## src/rtl/mfcc_melbank_sched_if.sv

```systemverilog
// Bus bundle for the mel-filterbank sequencer:
// power-bin input stream, weight-ROM port and filter-energy output stream.
interface mfcc_melbank_sched_if #(
    parameter int ADDR_W = 9,
    parameter int PW     = 32,
    parameter int WW     = 16,
    parameter int FW     = 6,
    parameter int ACC_W  = 48
);
    logic              s_valid;
    logic              s_ready;
    logic [PW-1:0]     s_data;
    logic              s_last;
    logic [ADDR_W-1:0] rom_addr;
    logic [FW+WW-1:0]  rom_data;
    logic              m_valid;
    logic              m_ready;
    logic [ACC_W-1:0]  m_data;
    logic [FW-1:0]     m_idx;
    logic              m_last;

    modport master (
        input  s_valid, s_data, s_last, rom_data, m_ready,
        output s_ready, rom_addr, m_valid, m_data, m_idx, m_last
    );

    modport slave (
        output s_valid, s_data, s_last, rom_data, m_ready,
        input  s_ready, rom_addr, m_valid, m_data, m_idx, m_last
    );
endinterface

```

## src/rtl/mfcc_melbank_sched.sv

```systemverilog
// Mel-filterbank sequencer: walks a frame of power bins through the weight ROM
// and accumulates rising/falling filter edges, emitting each finished filter.
module mfcc_melbank_sched #(
    parameter int NBINS   = 257,
    parameter int ADDR_W  = 9,
    parameter int PW      = 32,
    parameter int WW      = 16,
    parameter int FW      = 6,
    parameter int NFILT   = 40,
    parameter int ACC_W   = 48,
    parameter int ROM_LAT = 1
) (
    input  logic                 clk,
    input  logic                 rst_n,
    mfcc_melbank_sched_if.master bus,
    output logic                 busy
);
    localparam int PRW = PW + WW + 1;
    localparam int SW  = ((ACC_W > PRW) ? ACC_W : PRW) + 1;
    localparam logic [FW-1:0]    NF   = FW'(NFILT);
    localparam logic [ACC_W-1:0] AMAX = '1;

    typedef enum logic [2:0] {IDLE, ROMW, STEP, EMIT, MAC, FLUSH} state_t;

    state_t            state_q, state_d;
    logic [ADDR_W-1:0] bin_q, bin_d;
    logic [FW-1:0]     cur_q, cur_d, f_q, f_d;
    logic [WW-1:0]     w_q, w_d;
    logic [PW-1:0]     p_q, p_d;
    logic              last_q, last_d, ret_q, ret_d;
    logic [7:0]        wcnt_q, wcnt_d;
    logic [ACC_W-1:0]  rise_q, rise_d, fall_q, fall_d;
    logic [FW-1:0]     rf, fcl;
    logic [WW:0]       wc;
    logic [PRW-1:0]    prod_r, prod_f;
    logic              shift, emit;

    function automatic logic [ACC_W-1:0] sat_add(
        input logic [ACC_W-1:0] a,
        input logic [PRW-1:0]   b
    );
        logic [SW-1:0] s;
        s = SW'(a) + SW'(b);
        return (s > SW'(AMAX)) ? AMAX : s[ACC_W-1:0];
    endfunction

    // ROM field split with filter clamp, and the two edge products
    always_comb begin
        rf     = bus.rom_data[FW+WW-1:WW];
        fcl    = (rf > NF) ? NF : rf;
        wc     = {1'b1, {WW{1'b0}}} - {1'b0, w_q};
        prod_r = PRW'(p_q) * PRW'(w_q);
        prod_f = PRW'(p_q) * PRW'(wc);
    end

    // Output ports decoded from state; data fields are zero outside EMIT
    always_comb begin
        emit         = (state_q == EMIT);
        bus.s_ready  = rst_n && (state_q == IDLE);
        bus.rom_addr = bin_q;
        bus.m_valid  = emit;
        bus.m_data   = emit ? fall_q : '0;
        bus.m_idx    = emit ? cur_q - FW'(1) : '0;
        bus.m_last   = emit && (cur_q == NF);
        busy         = (state_q != IDLE);
    end

    // Next-state, MAC and accumulator-shift logic
    always_comb begin
        state_d = state_q;
        bin_d   = bin_q;
        cur_d   = cur_q;
        f_d     = f_q;
        w_d     = w_q;
        p_d     = p_q;
        last_d  = last_q;
        ret_d   = ret_q;
        wcnt_d  = wcnt_q;
        rise_d  = rise_q;
        fall_d  = fall_q;
        shift   = 1'b0;
        unique case (state_q)
            IDLE: begin
                if (bus.s_valid) begin
                    p_d    = bus.s_data;
                    last_d = bus.s_last || (bin_q == ADDR_W'(NBINS - 1));
                    wcnt_d = '0;
                    if (ROM_LAT == 0) begin
                        f_d     = fcl;
                        w_d     = bus.rom_data[WW-1:0];
                        state_d = STEP;
                    end else begin
                        state_d = ROMW;
                    end
                end
            end
            ROMW: begin
                if (wcnt_q == 8'(ROM_LAT - 1)) begin
                    f_d     = fcl;
                    w_d     = bus.rom_data[WW-1:0];
                    state_d = STEP;
                end else begin
                    wcnt_d = wcnt_q + 8'd1;
                end
            end
            STEP: begin
                // f below cur_f is a ROM error; it is absorbed like f == cur_f
                if (f_q <= cur_q) begin
                    state_d = MAC;
                end else if (cur_q == '0) begin
                    shift = 1'b1;
                end else begin
                    ret_d   = 1'b0;
                    state_d = EMIT;
                end
            end
            EMIT: begin
                if (bus.m_ready) begin
                    shift   = 1'b1;
                    state_d = ret_q ? FLUSH : STEP;
                end
            end
            MAC: begin
                if (cur_q < NF) rise_d = sat_add(rise_q, prod_r);
                if (cur_q != '0) fall_d = sat_add(fall_q, prod_f);
                bin_d   = bin_q + ADDR_W'(1);
                state_d = last_q ? FLUSH : IDLE;
            end
            FLUSH: begin
                if (cur_q > NF) begin
                    bin_d   = '0;
                    cur_d   = '0;
                    rise_d  = '0;
                    fall_d  = '0;
                    state_d = IDLE;
                end else if (cur_q == '0) begin
                    shift = 1'b1;
                end else begin
                    ret_d   = 1'b1;
                    state_d = EMIT;
                end
            end
            default: state_d = IDLE;
        endcase
        if (shift) begin
            fall_d = rise_q;
            rise_d = '0;
            cur_d  = cur_q + FW'(1);
        end
    end

    // State and datapath registers
    always_ff @(posedge clk or negedge rst_n) begin
        if (!rst_n) begin
            state_q <= IDLE;
            bin_q   <= '0;
            cur_q   <= '0;
            f_q     <= '0;
            w_q     <= '0;
            p_q     <= '0;
            last_q  <= 1'b0;
            ret_q   <= 1'b0;
            wcnt_q  <= '0;
            rise_q  <= '0;
            fall_q  <= '0;
        end else begin
            state_q <= state_d;
            bin_q   <= bin_d;
            cur_q   <= cur_d;
            f_q     <= f_d;
            w_q     <= w_d;
            p_q     <= p_d;
            last_q  <= last_d;
            ret_q   <= ret_d;
            wcnt_q  <= wcnt_d;
            rise_q  <= rise_d;
            fall_q  <= fall_d;
        end
    end
endmodule
```

## src/flat_wrapper.sv

```systemverilog
// flat-port wrapper written by rule: the top's interface ports become plain ports
module mfcc_melbank_sched_flat 
#(
    parameter int NBINS   = 257,
    parameter int ADDR_W  = 9,
    parameter int PW      = 32,
    parameter int WW      = 16,
    parameter int FW      = 6,
    parameter int NFILT   = 40,
    parameter int ACC_W   = 48,
    parameter int ROM_LAT = 1
)
  (clk, rst_n, busy, bus_s_valid, bus_s_data, bus_s_last, bus_rom_data, bus_m_ready, bus_s_ready, bus_rom_addr, bus_m_valid, bus_m_data, bus_m_idx, bus_m_last);
  mfcc_melbank_sched_if #(.ADDR_W(ADDR_W), .PW(PW), .WW(WW), .FW(FW), .ACC_W(ACC_W)) bus_i ();
  input  logic clk;
  input  logic rst_n;
  output logic busy;
  input wire logic [$bits(bus_i.s_valid)-1:0] bus_s_valid;
  input wire logic [$bits(bus_i.s_data)-1:0] bus_s_data;
  input wire logic [$bits(bus_i.s_last)-1:0] bus_s_last;
  input wire logic [$bits(bus_i.rom_data)-1:0] bus_rom_data;
  input wire logic [$bits(bus_i.m_ready)-1:0] bus_m_ready;
  output wire logic [$bits(bus_i.s_ready)-1:0] bus_s_ready;
  output wire logic [$bits(bus_i.rom_addr)-1:0] bus_rom_addr;
  output wire logic [$bits(bus_i.m_valid)-1:0] bus_m_valid;
  output wire logic [$bits(bus_i.m_data)-1:0] bus_m_data;
  output wire logic [$bits(bus_i.m_idx)-1:0] bus_m_idx;
  output wire logic [$bits(bus_i.m_last)-1:0] bus_m_last;
  assign bus_i.s_valid = bus_s_valid;
  assign bus_i.s_data = bus_s_data;
  assign bus_i.s_last = bus_s_last;
  assign bus_i.rom_data = bus_rom_data;
  assign bus_i.m_ready = bus_m_ready;
  assign bus_s_ready = bus_i.s_ready;
  assign bus_rom_addr = bus_i.rom_addr;
  assign bus_m_valid = bus_i.m_valid;
  assign bus_m_data = bus_i.m_data;
  assign bus_m_idx = bus_i.m_idx;
  assign bus_m_last = bus_i.m_last;
  mfcc_melbank_sched #(.NBINS(NBINS), .ADDR_W(ADDR_W), .PW(PW), .WW(WW), .FW(FW), .NFILT(NFILT), .ACC_W(ACC_W), .ROM_LAT(ROM_LAT)) u_core (.clk(clk), .rst_n(rst_n), .bus(bus_i), .busy(busy));
endmodule
```

## config.mk

```make
export PLATFORM = sky130hd
export DESIGN_NAME = mfcc_melbank_sched_flat
export DESIGN_NICKNAME = d
export VERILOG_FILES = /design/src/rtl/mfcc_melbank_sched_if.sv /design/src/rtl/mfcc_melbank_sched.sv /design/src/flat_wrapper.sv
export SDC_FILE = /design/constraint.sdc
export NUM_CORES = 2
export LEC_CHECK = 0
export BUFFER_PORTS_ARGS = -buffer_cell sky130_fd_sc_hd__clkbuf_2
export CAP_MARGIN = 20
export CORE_MARGIN = 2
export CORE_UTILIZATION = 35
export CTS_BUF_LIST = sky130_fd_sc_hd__clkbuf_16
export DETAILED_ROUTE_END_ITERATION = 8
export PLACE_DENSITY = 0.46
export SETUP_SLACK_MARGIN = 0.5
export SLEW_MARGIN = 20
export SYNTH_ARGS = -nofsm -noshare
export SYNTH_HDL_FRONTEND = slang
export SYNTH_SLANG_ARGS = --single-unit
```

## constraint.sdc

```tcl
create_clock -name clk -period 10 [get_ports clk]
set_clock_uncertainty 0.2 [all_clocks]
set_input_delay 3 -clock clk [delete_from_list [all_inputs] [get_ports clk]]
set_output_delay 3 -clock clk [all_outputs]
set_load 0.05 [all_outputs]
```

==> key figures <==
Status
  • Outcome: complete, no violations

Clock network
  • Max clock buf depth: 2
  • CTS tree: done
  • Hold-fix buffers, CTS: 0
  • Clk Latency, worst-skew pair: 540 ps
  • Clk sinks: 178
  • H-tree levels: 4
  • Number of CTS-inserted buffers: 17
  • CTS clk-pin slew, worst paths: 90 ps
  • Root Buffer: clkbuf_16

Worst setup path
  • Reg2reg path depth: 30
  • Bufs and invs on worst path: 6
  • Worst path depth: 30
  • Startpoint Class: register
  • Max Fanout on Critical Path: 45
  • Top delay family on crit path: adder cells
  • CP required: 10190 ps
  • Crit-path most repeated cell: fa_1
  • Endpoint class of the critical path: register
  • Worst Path Arrival: 9420 ps
  • Slowest stage delay, CP: 710 ps
  • CP max-delay cell: or4_1
  • Critical path class: register to register

Synth
  • Asr flop ratio synth: 100%
  • Ys flop type: dfrtp_1
  • Post-Syn Instances: 5222
  • Post-synthesis area per instance: 8.50 um2
  • Adder-Cell Fraction of Synth Area: 50.6%
  • Synth Area in XOR/XNOR: 2.19%
  • Yosys reg bits: 178
  • Post-synth net total: 6499
  • Synth top area cells: fa_1, inv_1, dfrtp_1
  • Yosys cell types: 74
  • Post-synth top cells: inv_1, nand2_1, fa_1, and2_1, clkbuf_1
  • Mux cell area share after synthesis: 0.454%
  • Synth Area in Compound Gates: 6.54%
  • Yosys warning total: 0
  • Mapped Area: 44400 um2
  • Number of synthesized flops with an enable pin: 0
  • Share of the synthesized area in the top cell type: 43.5%
  • Post-synthesis simple-gate area fraction: 17.2%
  • Most used standard cell by instance count after synthesis: inv_1
  • Largest family of logic cells by synthesized area: adder cells
  • Yosys top cell by area: fa_1
  • Sequential element share of the synthesized area: 10.0%

Routing
  • Initial DRC Count: 1798
  • DRT Pass-1 Iters: 5
  • DR vias: 33920
  • Total wire length: 145000 um
  • WL/cell: 21.2 um
  • ANT nets after route: 0
  • Avg Vias per Cell: 4.95
  • DRC: 0

Placement
  • Placed Cells: 6819
  • PortBufs: 125
  • Routability Congestion: 0.888
  • DPL Wire Length: 117000 um

Worst hold path
  • Hold Path Stages: 2
  • Hold Path Class: register to register

Finish
  • Fraction of layout cells with a size suffix above 1: 6.61%
  • Area grow syn2layout: 7.61%
  • Final nets: 6470
  • Core Util, Final: 38.0%
  • Fin cells: 6858

STA
  • WHS: 274 ps
  • Fin crit share: 92.3%
  • Final hold vios: 0
  • Final min period: 9230 ps
  • Fmax achieved: 108 MHz
  • RSZ-0062 raised after global routing: no
  • Slew headroom: 25.3%
  • Final Max Tran Viols: 0
  • Worst Max-Slew Pin Slew: 1120 ps
  • Post-route setup TNS: 0 ps
  • Final setup vio count: 0

Global route
  • Vias in the first global route: 35932
  • Initial antenna violation count: 5
  • Largest net degree at the start of global routing: 60
  • Total Routing Usage GR: 23.1%
  • Total gr overflow: 0
  • Global-route wire length before repair: 225000 um

Floorplanning
  • Total die area: 130000 um2
  • Core area: 126000 um2
  • Chip Height: 360 um
  • Starting density of the core: 35.3%
  • Ports: 126
  • # rows: 130
  • Die X: 360 um

Flow run
  • Maxcap violations: 0
final timing paths:
| check | startpoint | endpoint | slack, ps |
|---|---|---|---|
| max in group asynchronous | rst_n | u_core.w_q[2]$_DFFE_PN0P_ | 5430 |
| hold / removal | u_core.rise_q[5]$_DFFE_PN0P_ | u_core.rise_q[5]$_DFFE_PN0P_ | 270 |
| min in group asynchronous | rst_n | u_core.p_q[24]$_DFFE_PN0P_ | 2120 |
| setup reg to reg | u_core.w_q[4]$_DFFE_PN0P_ | u_core.fall_q[11]$_DFFE_PN0P_ | 770 |
| setup / recovery | u_core.w_q[4]$_DFFE_PN0P_ | u_core.fall_q[11]$_DFFE_PN0P_ | 770 |
| hold reg to reg | u_core.rise_q[5]$_DFFE_PN0P_ | u_core.rise_q[5]$_DFFE_PN0P_ | 270 |
worst reg2reg max path, delay by kind of cell (launching register included):
kind | cells | cell delay [ps]
DFF | 1 | 380
adders and majority gates | 7 | 3300
buffers and inverters | 6 | 610
AOI/OAI and AO/OA | 6 | 1200
and+or+nand+nor | 9 | 3050
muxes | 1 | 130
xor gates and xnor gates | 1 | 230
placed cells by master (no fill, tap or decap), types with 5 or more instances in the layout:
| master | Yosys | layout |
|---|---|---|
| inv_1 | 1234 | 1234 |
| nand2_1 | 1053 | 1052 |
| fa_1 | 964 | 964 |
| and2_1 | 310 | 308 |
| ha_1 | 254 | 253 |
| dfrtp_1 | 178 | 174 |
| o21ai_0 | 139 | 137 |
| clkbuf_2 | 1 | 125 |
| nor2_1 | 117 | 112 |
| buf_4 | 1 | 106 |
| a21oi_1 | 102 | 101 |
| nand3_1 | 95 | 95 |
| xnor2_1 | 66 | 57 |
| o21ai_1 | 43 | 45 |
| o211ai_1 | 41 | 41 |
| xor2_1 | 45 | 41 |
| a21o_1 | 35 | 35 |
| nand4_1 | 27 | 27 |
| nor3_1 | 22 | 20 |
| o21bai_1 | 19 | 19 |
| mux2_2 | 17 | 17 |
| clkbuf_16 | 0 | 17 |
| and3_1 | 15 | 15 |
| nand2b_1 | 13 | 12 |
| o31ai_1 | 12 | 12 |
| a31oi_1 | 12 | 12 |
| nor4_1 | 12 | 11 |
| a211oi_1 | 10 | 10 |
| nor2b_1 | 9 | 9 |
| xnor2_2 | 0 | 8 |
| o21a_1 | 8 | 8 |
| or3_1 | 7 | 7 |
| or4_1 | 6 | 5 |
| or2_2 | 5 | 5 |
registers in the layout (all words and copies together), names as in the netlist:
signal	flops
u_core.bus.rom_addr	9
u_core.cur_q	6
u_core.f_q	6
u_core.fall_q	48
u_core.last_q	1
u_core.p_q	32
u_core.ret_q	1
u_core.rise_q	48
u_core.state_q	3
u_core.w_q	16
u_core.wcnt_q	8
stage by stage:
| stage | cell area [um2] | worst slack (ps) |
|---|---|---|
| after floorplan | 44400 | 1870 |
| after global placement | 47000 | 662 |
| after detailed placement | 47000 | 581 |
| after CTS | 47600 | 555 |
| after global routing | 47800 | 483 |
| final | 47800 | 770 |
layer usage:
layer | track usage [%] | share of wire [%] | vias up
met2 | 41.3 | 52 | 611
met3 | 2.11 | 3.1 | 134
met4 | 6.76 | 3.1 | 2
li1 | - | - | 15292
met5 | 0 | 0.0089 | -
met1 | 29.6 | 42 | 17881
cell families after synthesis:
kind of cell,Yosys count
adders and majority gates,1218
buffers and inverters,1523
and+or+nand+nor,1704
DFF,178
muxes,18
AOI/OAI and AO/OA,470
xor gates and xnor gates,111
what timing repair did:
| item | in CTS | in global routing |
|---|---|---|
| setup endpoints to repair | 0 | 48 |
| gates resized for setup | 0 | 18 |
| buffers inserted | 0 | 3 |
cell type report:
| type | instances | area [um2] |
|---|---|---|
| antenna | 2 | 5.00 |
| fill | 13274 | 78000 |
| clock inverter | 15 | 189 |
| tap | 1650 | 2060 |
| clock buffer | 17 | 425 |
| sequential | 178 | 4460 |
| inverter | 1234 | 4630 |
| multi-input combinational | 3521 | 34400 |
| timing repair buffer | 241 | 1590 |
Power is not shown: default switching activity piles up to over one toggle a cycle in this logic, so the estimate is an artifact.
